### config.mk
export PLATFORM = sky130hd
export DESIGN_NAME = multi_channel_clock_divider
export DESIGN_NICKNAME = d
export VERILOG_FILES = /design/src/rtl/multi_channel_clock_divider.sv
export SDC_FILE = /design/constraint.sdc
export NUM_CORES = 1
export LEC_CHECK = 0
export ABC_AREA = 0
export CORE_MARGIN = 5
export CORE_UTILIZATION = 28
export CTS_CLUSTER_SIZE = 28
export DETAILED_ROUTE_END_ITERATION = 8
export PLACE_DENSITY = 0.42
export SETUP_SLACK_MARGIN = 0.2
export SYNTH_ARGS = -nofsm -noshare
export SYNTH_HDL_FRONTEND = slang
export SYNTH_SLANG_ARGS = --single-unit
export TNS_END_PERCENT = 100
### constraint.sdc
create_clock -name clk_in -period 8.4 [get_ports clk_in]
set_input_delay 0.84 -clock clk_in [delete_from_list [all_inputs] [get_ports clk_in]]
set_output_delay 0.84 -clock clk_in [all_outputs]
set_load 0.01 [all_outputs]
### src/rtl/multi_channel_clock_divider.sv
// Multi-channel programmable clock divider: per-channel toggle/pulse output,
// tick strobe, and a valid/ready divisor port applied at the next terminal count.
module multi_channel_clock_divider #(
   parameter int          NUM_CH      = 4,
   parameter int          CNT_W       = 32,
   parameter int unsigned DEFAULT_DIV = 50000000,
   localparam int         CH_W        = (NUM_CH > 1) ? $clog2(NUM_CH) : 1
) (
   input  logic              clk_in,
   input  logic              rst_n,
   input  logic [NUM_CH-1:0] en,
   input  logic [NUM_CH-1:0] mode,
   input  logic              cfg_valid,
   output logic              cfg_ready,
   input  logic [CH_W-1:0]   cfg_ch,
   input  logic [CNT_W-1:0]  cfg_div,
   output logic [NUM_CH-1:0] clk_out,
   output logic [NUM_CH-1:0] tick
);

   logic [NUM_CH-1:0] cfg_sel;
   logic [NUM_CH-1:0] pend_vec;
   logic [CNT_W-1:0]  cfg_div_clamped;

   assign cfg_div_clamped = (cfg_div == '0) ? CNT_W'(1) : cfg_div;
   // Out-of-range channel selects nothing, so the write is accepted and dropped.
   assign cfg_ready = ~|(pend_vec & cfg_sel);

   genvar gi;
   generate
      for (gi = 0; gi < NUM_CH; gi++) begin : g_ch
         logic [CNT_W-1:0] cnt_reg;
         logic [CNT_W-1:0] div_act_reg;
         logic [CNT_W-1:0] div_pend_reg;
         logic             pend_reg;
         logic             clk_reg;
         logic             tick_reg;
         logic             tc;
         logic             accept;

         assign cfg_sel[gi] = (cfg_ch == CH_W'(gi));
         assign tc          = (cnt_reg == div_act_reg - CNT_W'(1));
         assign accept      = cfg_valid && cfg_sel[gi] && !pend_reg;

         always_ff @(posedge clk_in) begin
            if (!rst_n) begin
               cnt_reg      <= '0;
               div_act_reg  <= CNT_W'(DEFAULT_DIV);
               div_pend_reg <= '0;
               pend_reg     <= 1'b0;
               clk_reg      <= 1'b0;
               tick_reg     <= 1'b0;
            end else if (!en[gi]) begin
               cnt_reg  <= '0;
               tick_reg <= 1'b0;
               clk_reg  <= 1'b0;
               // While idle, divisor updates land immediately.
               if (pend_reg) begin
                  div_act_reg <= div_pend_reg;
                  pend_reg    <= 1'b0;
               end else if (accept) begin
                  div_act_reg <= cfg_div_clamped;
               end
            end else begin
               if (tc) begin
                  cnt_reg  <= '0;
                  tick_reg <= 1'b1;
                  clk_reg  <= mode[gi] ? 1'b1 : ~clk_reg;
                  if (pend_reg) begin
                     div_act_reg <= div_pend_reg;
                     pend_reg    <= 1'b0;
                  end
               end else begin
                  cnt_reg  <= cnt_reg + CNT_W'(1);
                  tick_reg <= 1'b0;
                  if (mode[gi]) clk_reg <= 1'b0;
               end
               // A write on the TC edge leaves the current period on the old divisor.
               if (accept) begin
                  div_pend_reg <= cfg_div_clamped;
                  pend_reg     <= 1'b1;
               end
            end
         end

         assign pend_vec[gi] = pend_reg;
         assign clk_out[gi]  = clk_reg;
         assign tick[gi]     = tick_reg;
      end
   endgenerate

endmodule

Yosys cells after proc, flatten, opt, wreduce, memory -nomap -nowiden:

Cells that the tools add are included.

* bits in registers: 396
* latch bits: 0
* RAM bits: 0
* ROM bits: 0
* input bits: 45
* output and inout bits: 9
* memories kept: 0

* add/subtract/negate cells: 8
* multipliers: 0
* div/mod/pow operators: 0
* order comparisons: 0
* eq/ne operators: 15
* shift operators: 0
* multiplexer cells: 45
* bitwise logic cells: 10
* reductions and logical operators: 44

Operator list (number)
* 32-bit two-way mux: 21
* 32-bit by 1-bit adder with 32-bit output, second input constant: 4
* 32-bit equality test: 4
* 32-bit by 1-bit subtractor with 32-bit output, second input constant: 4
* 32-bit zero test: 1
* 1-bit two-way mux: 24
* 2-bit nonzero test: 12
* 2-bit by 1-bit inequality test with 1-bit output, second input constant: 8
* 2-bit AND reduction: 8
* 3-bit AND reduction: 4
* 3-bit OR reduction: 4
* 1-bit inverter: 9
* 1-bit logical AND: 8
* 1-bit zero test: 5
* 4-bit AND: 1
* 2-bit equality test, second input constant: 2
* 4-bit OR reduction: 1
* 2-bit by 1-bit equality test with 1-bit output, second input constant: 1
* 2-bit zero test: 1

Depth between registers and ports, before layout:

Gate-level depths: netlist of run 1.

* depth in word-level cells: 6
* mapped depth: 14

Worst setup path before layout of run 1:

No wires, ideal clock.

* path type: register to register
* start point: register g_ch[0].div_act_reg[0]
* end point: register g_ch[0].div_act_reg[21]
* setup time: 0.134 ns
* arrival: 3.231 ns
* required time: 8.266 ns
* slack: 5.035 ns
* stages on the path, launching flop included: 12
* cells stage by stage: dfxtp_1 > inv_1 > ha_1 > nor4b_2 > nand4_2 > o31a_1 > or4_1 > or4_4 > o21a_4 > buf_6 > nor4_2 > a31oi_1

* longest elaborated chain between the ends: 4

Ends and longest elaborated chain
* start, declared: RTL line 33 `logic [CNT_W-1:0] div_act_reg;`
* start signal, assigned: RTL line 48 `div_act_reg <= CNT_W'(DEFAULT_DIV);`
* start signal, assigned: RTL line 59 `div_act_reg <= div_pend_reg;`
* start signal, assigned: RTL line 62 `div_act_reg <= cfg_div_clamped;`
* 32-bit by 1-bit subtractor with 32-bit output: RTL line 42 `assign tc = (cnt_reg == div_act_reg - CNT_W'(1));`
* 32-bit equality test: RTL line 42
* 2-bit by 1-bit inequality test with 1-bit output (no source line)
* 3-bit AND reduction (no source line)

Every way passes these cells.
A chain may end at the register's enable or synchronous reset.

Worst setup path after layout of run 1:

* start point: register g_ch[0].div_act_reg[2]
* end point: register g_ch[0].div_act_reg[14]

Same word-level chain as after synthesis.

==> run metrics, run 1 <==
result of the run completed; PD cells 187.8 mW/mm^2; main flop type after synthesis sky130_fd_sc_hd__dfxtp_1; number of buffers inserted by port buffering 53; Core Box Area 0.07721 mm^2; Sequential Power Share a little over two fifths; CP Cell Sequence nor4_1 -> nand4_1 -> nor2_1 -> xnor2_1 -> or4_1 -> or4_4 -> o21ai_2 -> nand2_1 -> a31oi_1; Synth area leader sky130_fd_sc_hd__dfxtp_1; number of buffers on the longest clock path 3; number of DRC violations after detailed-routing iteration 0 1,184; largest net degree at the start of global routing 88; post-synthesis instance area 0.02175 mm^2; final cell utilization of the core between 30% and 40%; ratio of final minimum period to clock period between 50 and 60%; final hold violation count 0; overall overflow remaining after global route 0; portion of synthesized cell area occupied by the leading cell type between 30% and 40%; via-per-instance ratio between 5 and 6; number of nets produced by synthesis 2,806; clock slew at the register clock pins of the worst setup and hold paths 0.06 ns; post-synthesis area per instance 7.902 um^2; maximum vdd drop 137.7 uV; part of the power in combinational logic between 7 and 8%; die outline height 288.7 um; fin. max-slew vios 0; GPL Wtd Cong between 0.8 and 0.9; clock latency of the later-clocked register in the worst-skew pair just under 0.6 ns; Clk pwr share 50.4%; residual DRC count 0; worst relative slew slack 16.73%; setup_tns 0 ns; Max Clk Rate 217.5 MHz; effective utilization at floorplan 28.17%; Yosys reg bits between 300 and 400; number of max-cap violations 0; multi-input logic area between 0.01 and 0.015 mm^2; Tightest Pin Transition 1.246 ns; worst reg2reg path endpoint g_ch[0].div_act_reg[14]; sort of element at the end of the critical path flip-flop; biggest fanout along the worst timing path 20; worst setup slack after layout around 3.8 ns; TritonCTS clock tree built; count of pins on the block boundary 54; hpwl dp 48,150 um; first-pass detailed-route iteration total 5; cells after synthesis roughly 2.8k; number of buffers inserted to repair setup after CTS 0; Design Power roughly 4.6 mW; WP data arrival 5.11 ns; Site Rows 102; maximum single-stage delay on the critical path 0.72 ns; cell chosen for the clock root sky130_fd_sc_hd__clkbuf_16; min Tclk post-route 4.598 ns; vias in the first global route 18.37k; startpoint-to-endpoint class of the critical path flip-flop to flip-flop; global-route wire length before repair 107,400 um; TritonCTS buffer count between 40 and 50; routed wirelength normalized by instance count approximately 18 um; FILL cells 8,097; type of origin of the critical path flip-flop; most common library cells after synthesis 396 x sky130_fd_sc_hd__dfxtp_1, 383 x sky130_fd_sc_hd__nand2_1, 280 x sky130_fd_sc_hd__nor2_1; post_cts resized 0; FF/Latch Area 0.007928 mm^2; master of the slowest instance on the critical path sky130_fd_sc_hd__o21ai_2; internal power 3.502 mW; cts hold-fix bufs 0; DRT antenna net count 0; hold crit path type flip-flop to flip-flop; path length in cells of the critical path 9; share of post-route cells with drive strength above 1 10.34%; horizontal extent of the die 288.7 um; Crit. Startpoint g_ch[0].div_act_reg[2]; leakage dissipation slightly above 8 nW; CP delay by family, top simple AND/OR/NAND/NOR gates; die area ~0.083 mm^2; proportion of synthesized flip-flops having asynchronous set or reset 0%; R2R cell count 9; WL final 68,360 um; number of distinct standard cells referenced by the synthesized netlist 82; P_sw 1.138 mW; Final setup viols 0; synth-to-layout area growth 13.57%; slack of the worst reg-to-reg path 3.80 ns; unrepaired setup endpoints after global routing false; total number of clock tree sinks roughly 400; gr usage total 16.01%; number of buffer and inverter stages on the critical path 0; Yosys warning count 0; largest clock skew in the final design 0.02289 ns; EDFF count, synth 0; most numerous cell in the Yosys netlist sky130_fd_sc_hd__dfxtp_1; Critical Path RT approximately 9 ns; synth top area cells sky130_fd_sc_hd__dfxtp_1 36%, sky130_fd_sc_hd__nand2_1 6.6%, sky130_fd_sc_hd__xor2_1 5.6%; Seq/Total Area, Yosys 36.44%; last element of the critical path g_ch[0].div_act_reg[14]; source of the worst register-to-register timing path g_ch[0].div_act_reg[2]; number of H-tree levels 2; placement-stage worst setup slack 3.858 ns; switching power share of the total between 20% and 30%; vias after detailed routing about 19k; number of antenna violations at the first check in global routing 0; Nets approximately 2.7k
worst min path at each step:
stage	startpoint	end	slack, ns	cells after the start
finish	g_ch[3].div_pend_reg[19]	g_ch[3].div_pend_reg[19]	0.45	2
global placement	g_ch[1].div_pend_reg[9]	g_ch[1].div_pend_reg[9]	0.44	2
CTS	g_ch[1].div_pend_reg[16]	g_ch[1].div_pend_reg[16]	0.45	2
global route	g_ch[1].div_pend_reg[12]	g_ch[1].div_pend_reg[12]	0.47	2
detailed placement	g_ch[1].div_pend_reg[16]	g_ch[1].div_pend_reg[16]	0.44	2
floorplan	g_ch[1].div_pend_reg[10]	g_ch[1].div_pend_reg[10]	0.43	2
metal layers:
layer / GRT usage (%) / share of wire, % / up-vias
met2: 27.00 / 47 / 351
met1: 21.46 / 46 / 9223
met3: 2.510 / 4.0 / 89
met5: 0 / 0 / -
met4: 3.985 / 2.2 / 0
li1: - / - / 9492
worst register-to-register path, cell delays in order (launching register included):
cell and delay [ns]:
sky130_fd_sc_hd__dfxtp_1 0.39, sky130_fd_sc_hd__nor4_1 0.71, sky130_fd_sc_hd__nand4_1 0.50, sky130_fd_sc_hd__nor2_1 0.27, sky130_fd_sc_hd__xnor2_1 0.11, sky130_fd_sc_hd__or4_1 0.47, sky130_fd_sc_hd__or4_4 0.54, sky130_fd_sc_hd__o21ai_2 0.72
sky130_fd_sc_hd__nand2_1 0.52, sky130_fd_sc_hd__a31oi_1 0.30
power groups by stage:
| stage | logic, mW | clock network [mW] | registers [mW] |
|---|---|---|---|
| detailed placement | 0.355 | 0 | 1.99 |
| finish | 0.355 | 2.34 | 1.95 |
| CTS | 0.357 | 2.41 | 1.95 |
| floorplan | 0.250 | 0 | 1.97 |
| global placement | 0.353 | 0 | 1.99 |
| global route | 0.388 | 2.49 | 1.95 |
stage by stage:
step	hold WS, ns	instances	instance area [um^2]
global route	0.4655	3758	24700
CTS	0.4521	3757	24690
detailed placement	0.4439	3666	22890
finish	0.4497	3759	24700
floorplan	0.4329	2753	21750
global placement	0.4391	3666	22890
cells by family (layout without fill, tap and decap cells):
logic type	count (synthesis)	count (layout)	synth area share (%)
simple gates	1169	1169	26.53
compound gates	512	512	14.19
flops	396	396	36.44
buf+inv	286	251	5.775
xor+xnor	276	276	11.11
mux	106	106	5.487
fa+ha+maj	8	8	0.4602
other cells	0	1	0
cell usage in the layout (no fill, tap or decap), types with 10 or more instances in the layout:
cell,Yosys,layout
sky130_fd_sc_hd__a211oi_1,11,11
sky130_fd_sc_hd__a21oi_1,203,202
sky130_fd_sc_hd__a311oi_1,20,20
sky130_fd_sc_hd__a31oi_1,51,51
sky130_fd_sc_hd__and3_1,44,44
sky130_fd_sc_hd__and4_1,13,13
sky130_fd_sc_hd__buf_4,29,36
sky130_fd_sc_hd__clkbuf_16,0,51
sky130_fd_sc_hd__clkbuf_8,0,13
sky130_fd_sc_hd__clkdlybuf4s50_1,0,52
sky130_fd_sc_hd__clkinv_2,0,10
sky130_fd_sc_hd__dfxtp_1,396,396
sky130_fd_sc_hd__inv_1,69,69
sky130_fd_sc_hd__mux2_2,96,96
sky130_fd_sc_hd__nand2_1,383,383
sky130_fd_sc_hd__nand3_1,122,122
sky130_fd_sc_hd__nand3b_1,12,12
sky130_fd_sc_hd__nand4_1,50,50
sky130_fd_sc_hd__nor2_1,280,275
sky130_fd_sc_hd__nor3_1,49,47
sky130_fd_sc_hd__nor3b_1,11,10
sky130_fd_sc_hd__nor4_1,79,79
sky130_fd_sc_hd__nor4_2,12,12
sky130_fd_sc_hd__o211ai_1,12,12
sky130_fd_sc_hd__o21ai_0,121,121
sky130_fd_sc_hd__o31ai_1,11,11
sky130_fd_sc_hd__or2_2,13,13
sky130_fd_sc_hd__or3_1,20,20
sky130_fd_sc_hd__or4_1,24,24
sky130_fd_sc_hd__xnor2_1,137,137
sky130_fd_sc_hd__xor2_1,139,139
final cells by class:
cell class | count | area share [%]
diodes | 1 | 0.01013
clock buffers | 69 | 5.966
clock inverters | 22 | 1.312
inverters | 70 | 1.084
multi-input cells | 2071 | 51.01
flip-flops and latches | 396 | 32.09
well taps | 1040 | 5.267
repair buffers | 90 | 3.267
Note: power is estimated with default switching activity, not from simulation.
==> inputs of run 2 (changes only) <==
Settings changed: PLACE_DENSITY 0.42 to 0.44.
Clock period 8.4 ns to 3.75 ns, I/O delays scaled along.
==> run 2 against run 1 <==
  * Via count is 2.8% higher
  * Register-to-register slack worse by 3.5 ns
  * Power is 120% higher
  * Combinational power grew to 2.5 times the previous value
  * Critical path type unchanged
==> run metrics, run 2 (synthesis results as in run 1) <==
largest clock skew in the final design 0.02415 ns (+0.001255 ns); PD cells 399.2 mW/mm^2 (+110%); share of post-route cells with drive strength above 1 14.43% (+4.1 points); vias after detailed routing 19.68k (+2.8%); via-per-instance ratio 5.099 (about the same); total number of clock tree sinks 396 (unchanged); number of buffers on the longest clock path 3 (unchanged); horizontal extent of the die 288.7 um (unchanged); Clk pwr share 48.9% (-1.5 points); hold crit path type primary input to flip-flop; number of buffer and inverter stages on the critical path 1 (+1); WP data arrival 3.91 ns (-1.20 ns); hold slack final 0.3519 ns (-0.09783 ns); switching power share of the total 25.15% (+0.63 points); Final setup viols 0 (unchanged); largest net degree at the start of global routing 88 (unchanged); effective utilization at floorplan 28.17% (unchanged); number of antenna violations at the first check in global routing 2 (+2); die outline height 288.7 um (unchanged); master of the slowest instance on the critical path sky130_fd_sc_hd__or4b_2; leading cell type in the layout, fill and taps excluded sky130_fd_sc_hd__dfxtp_1; total cell area at the placement stage 0.02366 mm^2 (+3.4%); number of max-cap violations 0 (unchanged); result of the run completed; Nets 2,833 (+3.7%); CP delay by family, top simple AND/OR/NAND/NOR gates; unrepaired setup endpoints after global routing false; global-route wire length before repair 107,400 um (about the same); number of DRC violations after detailed-routing iteration 0 1,499 (+27%); clock slew at the register clock pins of the worst setup and hold paths 0.06 ns (about the same); die area 0.08337 mm^2 (unchanged); residual DRC count 0 (unchanged); Critical Path RT 4.21 ns (-4.70 ns); clock latency of the later-clocked register in the worst-skew pair 0.60 ns (about the same); ratio of final minimum period to clock period 92.02% (+37 points); sort of element at the end of the critical path flip-flop; cell area after layout 0.02572 mm^2 (+4.1%); internal power 7.685 mW (+120%); DRT antenna net count 0 (unchanged); number of buffers inserted by port buffering 53 (unchanged); setup_tns 0 ns (unchanged); min Tclk post-route 3.451 ns (-1.147 ns); leakage dissipation 8.827 nW (+6.3%); Site Rows 102 (unchanged); biggest fanout along the worst timing path 8 (-60%); TritonCTS buffer count 49 (unchanged); type of origin of the critical path flip-flop; count of non-filler cells in the finished layout 3,860 (+2.7%); part of the power in combinational logic 8.7% (+1.0 points); count of pins on the block boundary 54 (unchanged); routed wirelength normalized by instance count 18.11 um (-0.41%); startpoint-to-endpoint class of the critical path flip-flop to flip-flop; Sequential Power Share 42.4% (+0.5 points); fin. max-slew vios 0 (unchanged); synth-to-layout area growth 18.22%; number of H-tree levels 2 (unchanged); P_sw 2.582 mW (+130%); cell chosen for the clock root sky130_fd_sc_hd__clkbuf_16; final hold violation count 0 (unchanged); maximum vdd drop 339.4 uV (+150%); commonest cells after routing, fill and taps aside 395 x sky130_fd_sc_hd__dfxtp_1, 382 x sky130_fd_sc_hd__nand2_1, 274 x sky130_fd_sc_hd__nor2_1; overall overflow remaining after global route 0 (unchanged); TritonCTS clock tree built; gr usage total 16.02% (+0.018 points); # placed instances 3,757 (+2.5%); Tightest Pin Transition 1.131 ns (-0.1151 ns); count of antenna diodes in the layout 0 (-1); maximum single-stage delay on the critical path 0.65 ns (-0.07 ns); first-pass detailed-route iteration total 5 (unchanged); Max Clk Rate 289.8 MHz (+33%); cts hold-fix bufs 0 (unchanged); Core Box Area 0.07721 mm^2 (unchanged); GPL Wtd Cong 0.8443 (-2.0%); vias in the first global route 18.85k (+2.6%); hpwl dp 49,110 um (+2.0%); worst relative slew slack 24.63% (+7.9 points); WL final 69,910 um (+2.3%); CP Cell Sequence inv_1 -> ha_2 -> or4b_2 -> nor2_2 -> a311oi_1 -> or4_1 -> or4_4 -> o21a_2 -> nor4_2 -> a31oi_1
-- run 2: layout make-up --
cell class              count  area (um^2)
multi-input cells        2073        12850
inverters                  70        267.8
clock buffers              72         1434
flip-flops and latches    396         7929
well taps                1040         1301
repair buffers            190         1669
fillers                  8055        51500
clock inverters            19        265.3
-- run 2: worst paths after layout --
kind / cells past startpoint / from / endpoint / slack [ns]
max: 10 / g_ch[0].div_act_reg[1] / g_ch[0].div_act_reg[14] / 0.30
min: 3 / rst_n / g_ch[1].div_act_reg[7] / 0.35
max reg2reg: 10 / g_ch[0].div_act_reg[1] / g_ch[0].div_act_reg[14] / 0.30
min reg2reg: 2 / g_ch[3].div_pend_reg[9] / g_ch[3].div_pend_reg[9] / 0.45
-- run 2: stage by stage --
stage                     power, mW  worst slack (ns)  utilization [%]
after floorplan               4.976            0.3853                -
after global placement        5.300            0.1213            30.65
after detailed placement      5.311            0.1183            30.65
after CTS                     10.42            0.2028            32.90
after global routing          10.68            0.2020            33.31
final                         10.27            0.2991            33.31
-- run 2: per-layer routing --
layer / track usage [%] / up-vias / routed length [um]
met1: 21.29 / 9514 / 31990
met2: 26.94 / 383 / 32940
li1: - / 9684 / -
met5: 0 / - / 0
met3: 2.502 / 102 / 3205
met4: 4.681 / 0 / 1776
-- run 2: what timing repair did --
action | 4_1_cts | 5_1_grt
pin swaps | 1 | 11
endpoints found under the setup margin | 70 | 173
cloned | 1 | 3
buffers inserted | 0 | 8
gates resized for setup | 7 | 40
hold endpoints to repair | 0 | 0
-- run 2: tightest hold or removal path: stages --
cell and delay (ns):
sky130_fd_sc_hd__buf_2 0.14, sky130_fd_sc_hd__buf_4 0.27, sky130_fd_sc_hd__o21ai_0 0.12
-- run 2: power by group through the flow --
stage	sequential [mW]	clock, mW	combinational, mW
after floorplan	4.42	0	0.559
after global placement	4.44	0	0.859
after global routing	4.36	5.35	0.968
final	4.35	5.02	0.894
after detailed placement	4.44	0	0.867
after CTS	4.35	5.19	0.873
